## src/rtl/cavlc_pkg.sv

```systemverilog
// Shared CAVLC field tags (common with the encoder-side mux select), demux FSM
// state encoding and the request-length code that selects unary mode.
package cavlc_pkg;

  localparam logic [2:0] FLD_COEFF_TOKEN = 3'b000;
  localparam logic [2:0] FLD_T1_SIGN     = 3'b001;
  localparam logic [2:0] FLD_LEVELS      = 3'b010;
  localparam logic [2:0] FLD_TOTAL_ZEROS = 3'b011;
  localparam logic [2:0] FLD_RUN_BEFORE  = 3'b100;

  localparam logic [1:0] IDLE  = 2'd0;
  localparam logic [1:0] SHIFT = 2'd1;
  localparam logic [1:0] UNARY = 2'd2;
  localparam logic [1:0] OUT   = 2'd3;

  localparam logic [4:0] REQ_LEN_UNARY = 5'd0;

endpackage

```

## src/rtl/cavlc_field_demux_if.sv

```systemverilog
// Bit, request and field handshakes of the CAVLC field demux.
// CAVLC_BITCNT_EN adds the running bit counter and its clear.
interface cavlc_field_demux_if #(
  parameter int unsigned DATA_W = 16
);
  logic              bit_in;
  logic              bit_valid;
  logic              bit_ready;
  logic              req_valid;
  logic              req_ready;
  logic [2:0]        req_sel;
  logic [4:0]        req_len;
  logic              fld_valid;
  logic              fld_ready;
  logic [2:0]        fld_sel;
  logic [DATA_W-1:0] fld_data;
  logic [4:0]        fld_len;
  logic              err;
`ifdef CAVLC_BITCNT_EN
  logic [15:0]       bit_cnt;
  logic              cnt_clr;
`endif

  modport master (
`ifdef CAVLC_BITCNT_EN
    input  bit_cnt,
    output cnt_clr,
`endif
    output bit_in, bit_valid, req_valid, req_sel, req_len, fld_ready,
    input  bit_ready, req_ready, fld_valid, fld_sel, fld_data, fld_len, err
  );

  modport slave (
`ifdef CAVLC_BITCNT_EN
    output bit_cnt,
    input  cnt_clr,
`endif
    input  bit_in, bit_valid, req_valid, req_sel, req_len, fld_ready,
    output bit_ready, req_ready, fld_valid, fld_sel, fld_data, fld_len, err
  );

endinterface

```

## src/rtl/cavlc_field_demux.sv

```systemverilog
// Packs the serial CAVLC bitstream (MSB-first) into tagged fixed-length or unary fields.
// Optional running bit counter enabled with CAVLC_BITCNT_EN.
module cavlc_field_demux #(
  parameter int unsigned DATA_W    = 16,
  parameter int unsigned MAX_UNARY = 15
) (
  input  logic                CLK,
  input  logic                RST,
  cavlc_field_demux_if.slave  bus
);
  import cavlc_pkg::*;

  logic [1:0]        state_q, state_d;
  logic [2:0]        sel_q, sel_d;
  logic [4:0]        len_q, len_d;
  logic [4:0]        cnt_q, cnt_d;
  logic [4:0]        zcnt_q, zcnt_d;
  logic [DATA_W-1:0] data_q, data_d;
  logic [4:0]        flen_q, flen_d;
  logic              err_q, err_d;
  logic              bit_acc, req_acc, req_bad;

  // req_ready is masked by RST so every output reads 0 while reset is held.
  assign bus.req_ready = (state_q == IDLE) & RST;
  assign bus.bit_ready = (state_q == SHIFT) | (state_q == UNARY);
  assign bus.fld_valid = (state_q == OUT);
  assign bus.fld_sel   = sel_q;
  assign bus.fld_data  = data_q;
  assign bus.fld_len   = flen_q;
  assign bus.err       = err_q;

  assign bit_acc = bus.bit_valid & bus.bit_ready;
  assign req_acc = bus.req_valid & bus.req_ready;
  assign req_bad = (32'(bus.req_len) > DATA_W) | (bus.req_sel > FLD_RUN_BEFORE);

  always_comb begin
    state_d = state_q;
    sel_d   = sel_q;
    len_d   = len_q;
    cnt_d   = cnt_q;
    zcnt_d  = zcnt_q;
    data_d  = data_q;
    flen_d  = flen_q;
    err_d   = 1'b0;
    case (state_q)
      IDLE: begin
        if (req_acc) begin
          if (req_bad) begin
            err_d = 1'b1;
          end else begin
            sel_d   = bus.req_sel;
            len_d   = bus.req_len;
            cnt_d   = '0;
            zcnt_d  = '0;
            data_d  = '0;
            flen_d  = '0;
            state_d = (bus.req_len == REQ_LEN_UNARY) ? UNARY : SHIFT;
          end
        end
      end
      SHIFT: begin
        if (bit_acc) begin
          data_d = {data_q[DATA_W-2:0], bus.bit_in};
          cnt_d  = cnt_q + 5'd1;
          if (cnt_q + 5'd1 == len_q) begin
            flen_d  = len_q;
            state_d = OUT;
          end
        end
      end
      UNARY: begin
        if (bit_acc) begin
          if (bus.bit_in) begin
            data_d  = DATA_W'(zcnt_q);
            flen_d  = zcnt_q + 5'd1;
            state_d = OUT;
          end else if (zcnt_q == 5'(MAX_UNARY)) begin
            err_d   = 1'b1;
            state_d = IDLE;
          end else begin
            zcnt_d = zcnt_q + 5'd1;
          end
        end
      end
      OUT: begin
        if (bus.fld_ready) begin
          state_d = IDLE;
        end
      end
      default: state_d = IDLE;
    endcase
  end

  always_ff @(posedge CLK) begin
    if (!RST) begin
      state_q <= IDLE;
      sel_q   <= '0;
      len_q   <= '0;
      cnt_q   <= '0;
      zcnt_q  <= '0;
      data_q  <= '0;
      flen_q  <= '0;
      err_q   <= 1'b0;
    end else begin
      state_q <= state_d;
      sel_q   <= sel_d;
      len_q   <= len_d;
      cnt_q   <= cnt_d;
      zcnt_q  <= zcnt_d;
      data_q  <= data_d;
      flen_q  <= flen_d;
      err_q   <= err_d;
    end
  end

`ifdef CAVLC_BITCNT_EN
  logic [15:0] bitcnt_q, bitcnt_d;

  // Clear wins over a same-cycle accept; the counter wraps naturally.
  always_comb begin
    bitcnt_d = bitcnt_q;
    if (bus.cnt_clr) begin
      bitcnt_d = '0;
    end else if (bit_acc) begin
      bitcnt_d = bitcnt_q + 16'd1;
    end
  end

  always_ff @(posedge CLK) begin
    if (!RST) begin
      bitcnt_q <= '0;
    end else begin
      bitcnt_q <= bitcnt_d;
    end
  end

  assign bus.bit_cnt = bitcnt_q;
`endif

endmodule

```

## src/flat_wrapper.sv

```systemverilog
// flat-port wrapper written by rule: the top's interface ports become plain ports
module cavlc_field_demux_flat import cavlc_pkg::*;
#(
  parameter int unsigned DATA_W    = 16,
  parameter int unsigned MAX_UNARY = 15
)
  (CLK, RST, bus_bit_in, bus_bit_valid, bus_req_valid, bus_req_sel, bus_req_len, bus_fld_ready, bus_bit_ready, bus_req_ready, bus_fld_valid, bus_fld_sel, bus_fld_data, bus_fld_len, bus_err);
  cavlc_field_demux_if #(.DATA_W(DATA_W)) bus_i ();
  input  logic CLK;
  input  logic RST;
  input wire logic [$bits(bus_i.bit_in)-1:0] bus_bit_in;
  input wire logic [$bits(bus_i.bit_valid)-1:0] bus_bit_valid;
  input wire logic [$bits(bus_i.req_valid)-1:0] bus_req_valid;
  input wire logic [$bits(bus_i.req_sel)-1:0] bus_req_sel;
  input wire logic [$bits(bus_i.req_len)-1:0] bus_req_len;
  input wire logic [$bits(bus_i.fld_ready)-1:0] bus_fld_ready;
  output wire logic [$bits(bus_i.bit_ready)-1:0] bus_bit_ready;
  output wire logic [$bits(bus_i.req_ready)-1:0] bus_req_ready;
  output wire logic [$bits(bus_i.fld_valid)-1:0] bus_fld_valid;
  output wire logic [$bits(bus_i.fld_sel)-1:0] bus_fld_sel;
  output wire logic [$bits(bus_i.fld_data)-1:0] bus_fld_data;
  output wire logic [$bits(bus_i.fld_len)-1:0] bus_fld_len;
  output wire logic [$bits(bus_i.err)-1:0] bus_err;
  assign bus_i.bit_in = bus_bit_in;
  assign bus_i.bit_valid = bus_bit_valid;
  assign bus_i.req_valid = bus_req_valid;
  assign bus_i.req_sel = bus_req_sel;
  assign bus_i.req_len = bus_req_len;
  assign bus_i.fld_ready = bus_fld_ready;
  assign bus_bit_ready = bus_i.bit_ready;
  assign bus_req_ready = bus_i.req_ready;
  assign bus_fld_valid = bus_i.fld_valid;
  assign bus_fld_sel = bus_i.fld_sel;
  assign bus_fld_data = bus_i.fld_data;
  assign bus_fld_len = bus_i.fld_len;
  assign bus_err = bus_i.err;
  cavlc_field_demux #(.DATA_W(DATA_W), .MAX_UNARY(MAX_UNARY)) u_core (.CLK(CLK), .RST(RST), .bus(bus_i));
endmodule
```

## config.mk

```make
export PLATFORM = sky130hd
export DESIGN_NAME = cavlc_field_demux_flat
export DESIGN_NICKNAME = d
export VERILOG_FILES = /design/src/rtl/cavlc_pkg.sv /design/src/rtl/cavlc_field_demux_if.sv /design/src/rtl/cavlc_field_demux.sv /design/src/flat_wrapper.sv
export SDC_FILE = /design/constraint.sdc
export NUM_CORES = 1
export LEC_CHECK = 0
export CAP_MARGIN = 10
export CORE_AREA = 2 2 72 74
export CTS_BUF_LIST = sky130_fd_sc_hd__clkbuf_4
export CTS_CLUSTER_SIZE = 24
export DETAILED_ROUTE_END_ITERATION = 10
export DIE_AREA = 0 0 74 76
export HOLD_SLACK_MARGIN = 0.05
export PLACE_DENSITY_LB_ADDON = 0.08
export SKIP_CTS_REPAIR_TIMING = 1
export SLEW_MARGIN = 20
export SYNTH_ARGS = -nofsm -noshare
export SYNTH_HDL_FRONTEND = slang
export SYNTH_SLANG_ARGS = --single-unit
```

## constraint.sdc

```tcl
create_clock -name CLK -period 2.2 [get_ports CLK]
set_input_delay 0.44 -clock CLK [delete_from_list [all_inputs] [get_ports CLK]]
set_output_delay 0.44 -clock CLK [all_outputs]
set_load 0.05 [all_outputs]
```

# Word level (Yosys, flattened, before mapping)

Index checks and enable logic that the tools add are counted.

Register bits after elaboration: 42
Input bits: 14
Output and inout port bits: 28
Logic and storage cells: 79

Add/subtract/negate cells: 2
Order comparisons: 2
Equal/unequal tests: 15
Multiplexer cells: 35
Bitwise logic cells: 6
Reductions and logical operators: 11

Operators by type and width:

| kind                  | number |
|---|---|
| $mux W16              | 5 |
| $mux W5               | 10 |
| $pmux W16 S3          | 1 |
| $pmux W5 S2           | 2 |
| $mux W2               | 9 |
| $pmux W5 S3           | 1 |
| $reduce_and A7 Y1     | 2 |
| $ne A2 B2 Y1 const B  | 6 |
| $reduce_and A6 Y1     | 2 |
| $add A5 B1 Y5 const B | 2 |
| $pmux W2 S4           | 1 |
| $ne A2 B1 Y1 const B  | 3 |
| $eq A5 B4 Y1 const B  | 1 |
| $eq A5 B5 Y1          | 1 |
| $gt A5 B5 Y1 const B  | 1 |
| $logic_not A5 Y1      | 1 |
| $mux W1               | 5 |
| $eq A2 B2 Y1 const B  | 2 |
| $reduce_and A4 Y1     | 1 |
| $reduce_bool A2 Y1    | 2 |
| $and A1 B1 Y1         | 3 |
| $gt A3 B3 Y1 const B  | 1 |
| $ne A3 B3 Y1 const B  | 1 |
| $reduce_and A3 Y1     | 1 |
| 6 further kinds       | 7 |

# Depth between registers and ports, before layout

Gate-level depths: netlist (run 1).

Depth in word-level cells: 5
Mapped depth: 9
Depth with buffers taken out: 8

# Least setup slack after synthesis (run 1)

No wires, ideal clock.

Kind: register to register
Start: reg u_core.state_q[0]
End: reg u_core.state_q[1]
Arrival time: 2.009 ns
Data required time: 2.084 ns
Path slack: 0.075 ns
Cell stages (with the launch flop): 8
Buffers on the path: 0
Period minus slack after synthesis: 2.125 ns
Cell sequence: dfxtp_1 > inv_1 > ha_1 > nand2_1 > nor3_1 > a21boi_1 > or3_1 > and3_1

Cells in the longest elaborated chain, start to end: 5
Elaborated cells between the ends (all ways): 17
Those cells by class: eq/ne: 10; mux: 1; bitwise: 4; reduce/logical: 2

Ends and longest elaborated chain:

| item                                         | line                     | RTL |
|---|---|---|
| start: declaration                           | cavlc_field_demux.sv:13  | `logic [1:0] state_q, state_d;` |
| start signal: assignment                     | cavlc_field_demux.sv:105 | `state_q <= state_d;` |
| $eq A2 B1 Y1 or $eq A2 B2 Y1 (tied branches) | cavlc_field_demux.sv:25  | `assign bus.bit_ready = (state_q == SHIFT) \| (state_q == UNARY);` |
| $or A1 B1 Y1 *                               | cavlc_field_demux.sv:25  |  |
| net bus_bit_ready                            | flat_wrapper.sv:17       | `output wire logic [$bits(bus_i.bit_ready)-1:0] bus_bit_ready;` |
| $and A1 B1 Y1 *                              | cavlc_field_demux.sv:32  | `assign bit_acc = bus.bit_valid & bus.bit_ready;` |
| $ne A2 B1 Y1 (no line)                       | --                       |  |
| $reduce_and A7 Y1 (no line) *                | --                       |  |

Mark *: on every way through the listed nets, which the timed path passes. The rest lies on a longest branch.
A chain may end at the register's enable or synchronous reset.

# Final worst setup path (run 1)

Start: in bus_req_len[0]
End: reg u_core.state_q[1]

Cells in the longest elaborated chain, start to end: 5
Elaborated cells between the ends (all ways): 9
Those cells by class: order compare: 1; eq/ne: 1; mux: 4; bitwise: 1; reduce/logical: 2

Ends and longest elaborated chain:

| item                                                 | line               | RTL |
|---|---|---|
| start: declaration                                   | flat_wrapper.sv:15 | `input wire logic [$bits(bus_i.req_len)-1:0] bus_req_len;` |
| branches (longest 5 deep; another with $gt A5 B5 Y1) | --                 |  |

Several ways; the timed one is not identified. The select of a mux whose other input is x is not followed.

==> metrics.sh, run 1 <==
OUTCOME='completed'
DETAILED_PLACE_HPWL_MM=3.94
DRT_DRC_VIOLATIONS_LEFT=0
ROUTED_LENGTH_PER_INSTANCE_MICRONS=13.7
REGTOREGSETUPSLACK_NS=0.20
CTS_MAX_PATH_BUFFERS=2
SLEW_HEADROOM=0.658
VIAS_PER_CELL=5.30
FINAL_LAYOUT_NET_COUNT=339
START_UTIL=0.474
LAYOUT_SKEW_NS=0.00991
INITIALDRTVIOLATIONCOUNT=97
CORE_REGION_AREA_SQ_MM=0.00491
FIRST_PASS_ITERS=5
AREA_OF_THE_DIE_SQ_MM=0.00562
WORST-SLEW-PIN-TRANSITION_NS=0.512
SYNTH.TOP_CELLS.BY_AREA='dfxtp_1, mux2i_1, nand3_1'
DETAIL-ROUTE-ANTENNA-NETS=0
CTSHTREEMAXLEVEL=2
SYNTH.CELL_AREA_SQ_MM=0.00233
DIE_WIDTH_MICRONS=74
RR_STARTPOINT='u_core.zcnt_q[1]$_SDFFE_PN0P_'
MAX_FREQ_GHz=0.490
REPORT.FINAL.SETUP_VIOL=0
TRITONCTS='built'
SETUP.WORST_PATH.START='bus_req_len[0]'
NUM_IO_PINS=42
ANTENNADIODECOUNT=0
CAP_VIOL_MAX_COUNT=0
CRIT_END='u_core.state_q[1]$_SDFFE_PN0P_'
SYNTH_CELL_TYPE_COUNT=47
SYNTH_SEQ_AREA_SHARE=0.361
TRITONCTS_NUM_SINKS=42
ASYNC_RESET_FF_FRAC=0
POWER-PER-CELL-AREA_mW_PER_MM2=688
CTS-BUFFERS-INSERTED=5
GRTUSAGETOTAL=0.200
SYNTH_MOST_COMMON_CELL='dfxtp_1'
FINALWORSTSETUPSLACK_NS=0.158
RR_WORST_DEPTH=8
CRITICAL_PATH.MAX_FANOUT=9
WORSTREG2REGEND='u_core.state_q[1]$_SDFFE_PN0P_'
CHIPHEIGHT_MICRONS=76
IRDROPWORSTVDD_mV=0.373
SLEW_VIOLATIONS=0
CLK_PIN_SLEW_NS=0.12
HOLDCRITPATHCLASS='reg -> reg'
WORST_EP_ARRIVAL_TIME_NS=2.29
IO_BUFFERS=41
GRT_PASS1_VIAS=1857
WIRE_LENGTH_OF_THE_FIRST_GLOBAL_ROUTING_PASS_MM=8.98
SYNTH.FF_LATCH_COUNT=42
SYNTHCELLS=261
GPL.FINAL_WEIGHTED_CONGESTION=0.873
ENDPOINT_KIND='flip-flop'
RSZ_0062_RAISED_AFTER_GLOBAL_ROUTING='false'
CRITICALPATHCATEGORY='in -> reg'
PIN_COUNT_OF_THE_BIGGEST_NET_ENTERING_GLOBAL_ROUTING=26
SYNTH.NET_COUNT=283
GRT_ANTENNA_BEFORE_REPAIR=0
PLACEMENT_ROWS=26
SYNTH_FF_TYPE='dfxtp_1'
POST_SYNTH_MOST_FREQUENT_CELLS='dfxtp_1, nand2_1, nand3_1'
PERIOD_NEEDED_NS=2.04
CLOCK_INSERTION_DELAY_WORST_SKEW_NS=0.35
COUNT_OF_ENDPOINTS_FAILING_HOLD_IN_THE_FINAL_TIMING_REPORT=0
CTS_ROOT_BUF='clkbuf_4'
DETAIL_ROUTE.WIRELENGTH_MM=5.33
ROUTED-VIA-COUNT=2058
POST-SYNTH-TOP-AREA-CELL='dfxtp_1'
GRT_OVERFLOW_TOTAL=0
DRIVE_GT1_FRAC=0.173
TIMING.FINAL.CRIT_SHARE=0.928
DPL_WORST_SLACK_NS=-0.222
LEAKAGEPOWER_nW=1.16
SYNTH_EDF_COUNT=0
CRITICAL_PATH_REQUIRED_NS=2.45
YS.WARNINGS.COUNT=0
AREA_GROWTH_PCT=29.4
TIMING.SETUP.TNS_NS=0
POST-SYNTH-TOP-AREA-FRACTION=0.361
SYN-MEAN-INSTANCE-AREA_SQ_UM=8.91
CRITPATHLAUNCHTYPE='primary input'
power breakdown:
part	switching, mW	internal (mW)
clock network	0.239	0.133
logic	0.522	0.370
registers	0.0211	0.785
per-layer routing:
metal | part of all wire | wire, microns | up-vias | track usage
li1 | - | - | 1027 | -
met1 | 0.50 | 2670 | 993 | 0.284
met2 | 0.46 | 2470 | 33 | 0.313
met3 | 0.027 | 144 | 5 | 0.0397
met4 | 0.0092 | 49 | 0 | 0.0436
met5 | 0 | 0 | - | 0
how the worst min path moves through the flow:
stage,depth (start not counted),start,end
after floorplan,2,u_core.cnt_q[1]$_SDFFE_PN0P_,u_core.cnt_q[1]$_SDFFE_PN0P_
after global placement,2,u_core.bus.fld_len[1]$_SDFFE_PN0P_,u_core.bus.fld_len[1]$_SDFFE_PN0P_
after detailed placement,2,u_core.bus.fld_len[3]$_SDFFE_PN0P_,u_core.bus.fld_len[3]$_SDFFE_PN0P_
after CTS,2,u_core.bus.fld_data[15]$_SDFFE_PN0P_,u_core.bus.fld_data[15]$_SDFFE_PN0P_
after global routing,2,u_core.bus.fld_len[2]$_SDFFE_PN0P_,u_core.bus.fld_len[2]$_SDFFE_PN0P_
final,2,u_core.bus.fld_data[15]$_SDFFE_PN0P_,u_core.bus.fld_data[15]$_SDFFE_PN0P_
kinds of logic after synthesis:
logic type                 after synthesis  share of synthesized area
and+or+nand+nor                        106                      0.246
AOI/OAI and AO/OA                       58                      0.197
DFF                                     42                      0.361
buffers and inverters                   24                     0.0522
muxes                                   15                     0.0645
xor gates and xnor gates                 8                     0.0360
adders and majority gates                8                     0.0430
registers in the layout, indices dropped and copies added (netlist names):
signal	flops
u_core.bus.err	1
u_core.bus.fld_data	16
u_core.bus.fld_len	5
u_core.bus.fld_sel	3
u_core.cnt_q	5
u_core.len_q	5
u_core.state_q	2
u_core.zcnt_q	5
area by class of cell:
type,instances,area [sq um]
fillers,453,1900
clock buffers,6,45.0
inverters,9,33.8
repair buffers,64,613
flip-flops and latches,42,841
multi-input cells,195,1380
well taps,70,87.6
clock inverters,2,8.76
through the flow:
stage / power, mW / util / hold WS [ns] / area, sq um / cells
final: 2.07 / 0.613 / 0.465 / 3010 / 388
after global routing: 2.19 / 0.613 / 0.481 / 3010 / 388
after floorplan: 1.41 / - / 0.467 / 2330 / 261
after CTS: 2.08 / 0.609 / 0.470 / 2990 / 388
after detailed placement: 1.70 / 0.598 / 0.448 / 2940 / 380
after global placement: 1.70 / 0.598 / 0.448 / 2940 / 380
critical path, stage by stage:
cell and delay, ns:
clkdlybuf4s50_1 0.46, o41ai_4 0.39, a41o_2 0.35, o211ai_2 0.11, or3_1 0.36, and3_1 0.19
placed cells by master (no fill, tap or decap), types with 3 or more instances in the layout:
master,n
a21boi_1,8
a21boi_0,8
dfxtp_1,42
nand3_1,27
nor2b_1,13
xor2_1,4
clkdlybuf4s50_1,38
clkbuf_4,6
nor2_1,3
o21ai_0,12
inv_1,9
nand3_2,5
nand2b_1,4
a22o_1,6
and2_1,5
xnor2_1,3
buf_4,23
and3_1,5
a21oi_1,5
mux2i_1,15
a21boi_2,5
ha_1,8
buf_12,3
nand2_1,32
Power figures use the tool's default switching activity.
==> run 2: changes to the inputs <==
--- a/config.mk
+++ b/config.mk
@@ -13,6 +13,7 @@
 export DIE_AREA = 0 0 74 76
 export HOLD_SLACK_MARGIN = 0.05
 export PLACE_DENSITY_LB_ADDON = 0.08
+export SETUP_SLACK_MARGIN = 0.1
 export SKIP_CTS_REPAIR_TIMING = 1
 export SLEW_MARGIN = 20
 export SYNTH_ARGS = -nofsm -noshare
==> constraint.sdc (replaced) <==
create_clock -name CLK -period 2.3 [get_ports CLK]
set_input_delay 0.46 -clock CLK [delete_from_list [all_inputs] [get_ports CLK]]
set_output_delay 0.46 -clock CLK [all_outputs]
set_load 0.05 [all_outputs]
==> metrics.sh, run 2 (synthesis results as in run 1) <==
OUTCOME='completed'
ROUTED-VIA-COUNT=1999
SLEW_VIOLATIONS=0
WORST_EP_ARRIVAL_TIME_NS=2.30
DETAILED_PLACE_HPWL_MM=3.81
DRT_DRC_VIOLATIONS_LEFT=0
PIN_COUNT_OF_THE_BIGGEST_NET_ENTERING_GLOBAL_ROUTING=29
CRITICAL_PATH.MAX_FANOUT=5
ENDPOINT_KIND='flip-flop'
WIRE_LENGTH_OF_THE_FIRST_GLOBAL_ROUTING_PASS_MM=8.86
TIMING.HOLD.WS_NS=0.468
CHIPHEIGHT_MICRONS=76
CORE_REGION_AREA_SQ_MM=0.00491
CAP_VIOL_MAX_COUNT=0
CTS_ROOT_BUF='clkbuf_4'
TRITONCTS_NUM_SINKS=42
SLEW_HEADROOM=0.603
FILLERINSTANCES=444
LAYOUT_COMMONEST_CELL='dfxtp_1'
CLK_PIN_SLEW_NS=0.12
GRT_PASS1_VIAS=1847
AREA_OF_THE_DIE_SQ_MM=0.00562
MIN_PATH_CELLS=2
FINAL_LAYOUT_NET_COUNT=333
CTSHTREEMAXLEVEL=2
GPL.FINAL_WEIGHTED_CONGESTION=0.867
RR_STARTPOINT='u_core.zcnt_q[0]$_SDFFE_PN0P_'
ROUTED_LENGTH_PER_INSTANCE_MICRONS=13.5
GRTUSAGETOTAL=0.199
CTS_MAX_PATH_BUFFERS=2
CRITICAL_PATH_REQUIRED_NS=2.55
HP-START='u_core.bus.fld_len[3]$_SDFFE_PN0P_'
ANTENNADIODECOUNT=0
LEAKAGEPOWER_nW=1.14
POWER-PER-CELL-AREA_mW_PER_MM2=687
TRITONCTS='built'
DETAIL-ROUTE-ANTENNA-NETS=0
GRT_OVERFLOW_TOTAL=0
START_UTIL=0.474
WORST-SLEW-PIN-TRANSITION_NS=0.596
CTS-BUFFERS-INSERTED=5
AREA_GROWTH_PCT=27.9
CRITPATHLAUNCHTYPE='flip-flop'
SETUP.WORST_PATH.START='u_core.zcnt_q[0]$_SDFFE_PN0P_'
CRITICALPATHCATEGORY='reg -> reg'
IRDROPWORSTVDD_mV=0.407
CLOCK_INSERTION_DELAY_WORST_SKEW_NS=0.34
IO_BUFFERS=41
TIMING.FINAL.CRIT_SHARE=0.893
REPORT.FINAL.SETUP_VIOL=0
DIE_WIDTH_MICRONS=74
GRT_ANTENNA_BEFORE_REPAIR=0
VIAS_PER_CELL=5.25
LAYOUT_SKEW_NS=0.00633
DRIVE_GT1_FRAC=0.148
FIRST_PASS_ITERS=5
COUNT_OF_ENDPOINTS_FAILING_HOLD_IN_THE_FINAL_TIMING_REPORT=0
MAX_FREQ_GHz=0.487
INITIALDRTVIOLATIONCOUNT=111
DETAIL_ROUTE.WIRELENGTH_MM=5.16
LARGEST_REGISTER_FFS=16
NUM_IO_PINS=42
HOLDCRITPATHCLASS='reg -> reg'
PERIOD_NEEDED_NS=2.05
PLACEMENT_ROWS=26
RR_WORST_DEPTH=8
MOST-COMMON-LAYOUT-CELLS='dfxtp_1, clkdlybuf4s50_1, nand2_1'
FINAL_CORE_UTILIZATION=0.605
RSZ_0062_RAISED_AFTER_GLOBAL_ROUTING='false'
[run 2: cell count changes in the layout (fill, tap and decap cells not counted), sizes merged]
| cell | before | now |
|---|---|---|
| clkinv | 2 | 1 |
| dlymetal6s2s | 0 | 1 |
| clkbuf | 6 | 5 |
| buf | 26 | 19 |
| bufinv | 0 | 1 |
[run 2: final cells by class]
cell class / count / area, sq um / share of cell area
Clock inverter: 2 / 33.8 / 0.0114
Sequential cell: 42 / 842 / 0.283
Clock buffer: 5 / 37.5 / 0.0126
Inverter: 9 / 33.8 / 0.0114
Timing Repair Buffer: 58 / 573 / 0.193
Multi-Input combinational cell: 195 / 1370 / 0.459
Tap cell: 70 / 87.6 / 0.0294
[run 2: worst paths after layout]
path                                              to  slack, ns
hold / removal    u_core.bus.fld_len[3]$_SDFFE_PN0P_       0.47
setup / recovery      u_core.state_q[1]$_SDFFE_PN0P_       0.25
setup reg to reg      u_core.state_q[1]$_SDFFE_PN0P_       0.25
hold reg to reg   u_core.bus.fld_len[3]$_SDFFE_PN0P_       0.47
[run 2: stage by stage]
step | std cells | area (sq um) | total power, mW | setup slack, ns | TNS [ns]
floorplan | 261 | 2330 | 1.35 | 0.175 | 0
global placement | 374 | 2900 | 1.61 | -0.0782 | -0.253
detailed placement | 374 | 2900 | 1.61 | -0.0967 | -0.613
CTS | 381 | 2970 | 2.06 | 0.0344 | 0
global route | 381 | 2970 | 2.16 | 0.101 | 0
finish | 381 | 2970 | 2.04 | 0.246 | 0
[run 2: where the power goes]
part / leakage [nW] / internal, mW / switching (mW)
Sequential: 0.339 / 0.752 / 0.0232
Clock: 0.0387 / 0.220 / 0.230
Combinational: 0.764 / 0.334 / 0.485
Total: 1.14 / 1.31 / 0.738
[run 2: critical path: stages, from the launching register on]
cell,delay [ns]
dfxtp_2,0.40
ha_2,0.22
and3_1,0.17
ha_1,0.16
nor3b_1,0.07
a221oi_1,0.27
o211ai_2,0.15
or3_1,0.35
and3_1,0.18
[run 2: layer usage]
layer | vias up | wire length [microns] | GRT usage
met3 | 7 | 213 | 0.0397
met2 | 44 | 2280 | 0.295
met1 | 931 | 2600 | 0.291
li1 | 1017 | - | -
met4 | 0 | 62 | 0.0582
met5 | - | 0 | 0
==> run 3: changes to the inputs <==
--- a/config.mk
+++ b/config.mk
@@ -5,10 +5,11 @@
 export SDC_FILE = /design/constraint.sdc
 export NUM_CORES = 1
 export LEC_CHECK = 0
+export ABC_AREA = 0
 export CAP_MARGIN = 10
 export CORE_AREA = 2 2 72 74
 export CTS_BUF_LIST = sky130_fd_sc_hd__clkbuf_4
-export CTS_CLUSTER_SIZE = 24
+export CTS_CLUSTER_SIZE = 30
 export DETAILED_ROUTE_END_ITERATION = 10
 export DIE_AREA = 0 0 74 76
 export HOLD_SLACK_MARGIN = 0.05
==> results of run 3 <==
No change in the layout: final DEF, timing and power equal those of run 2.
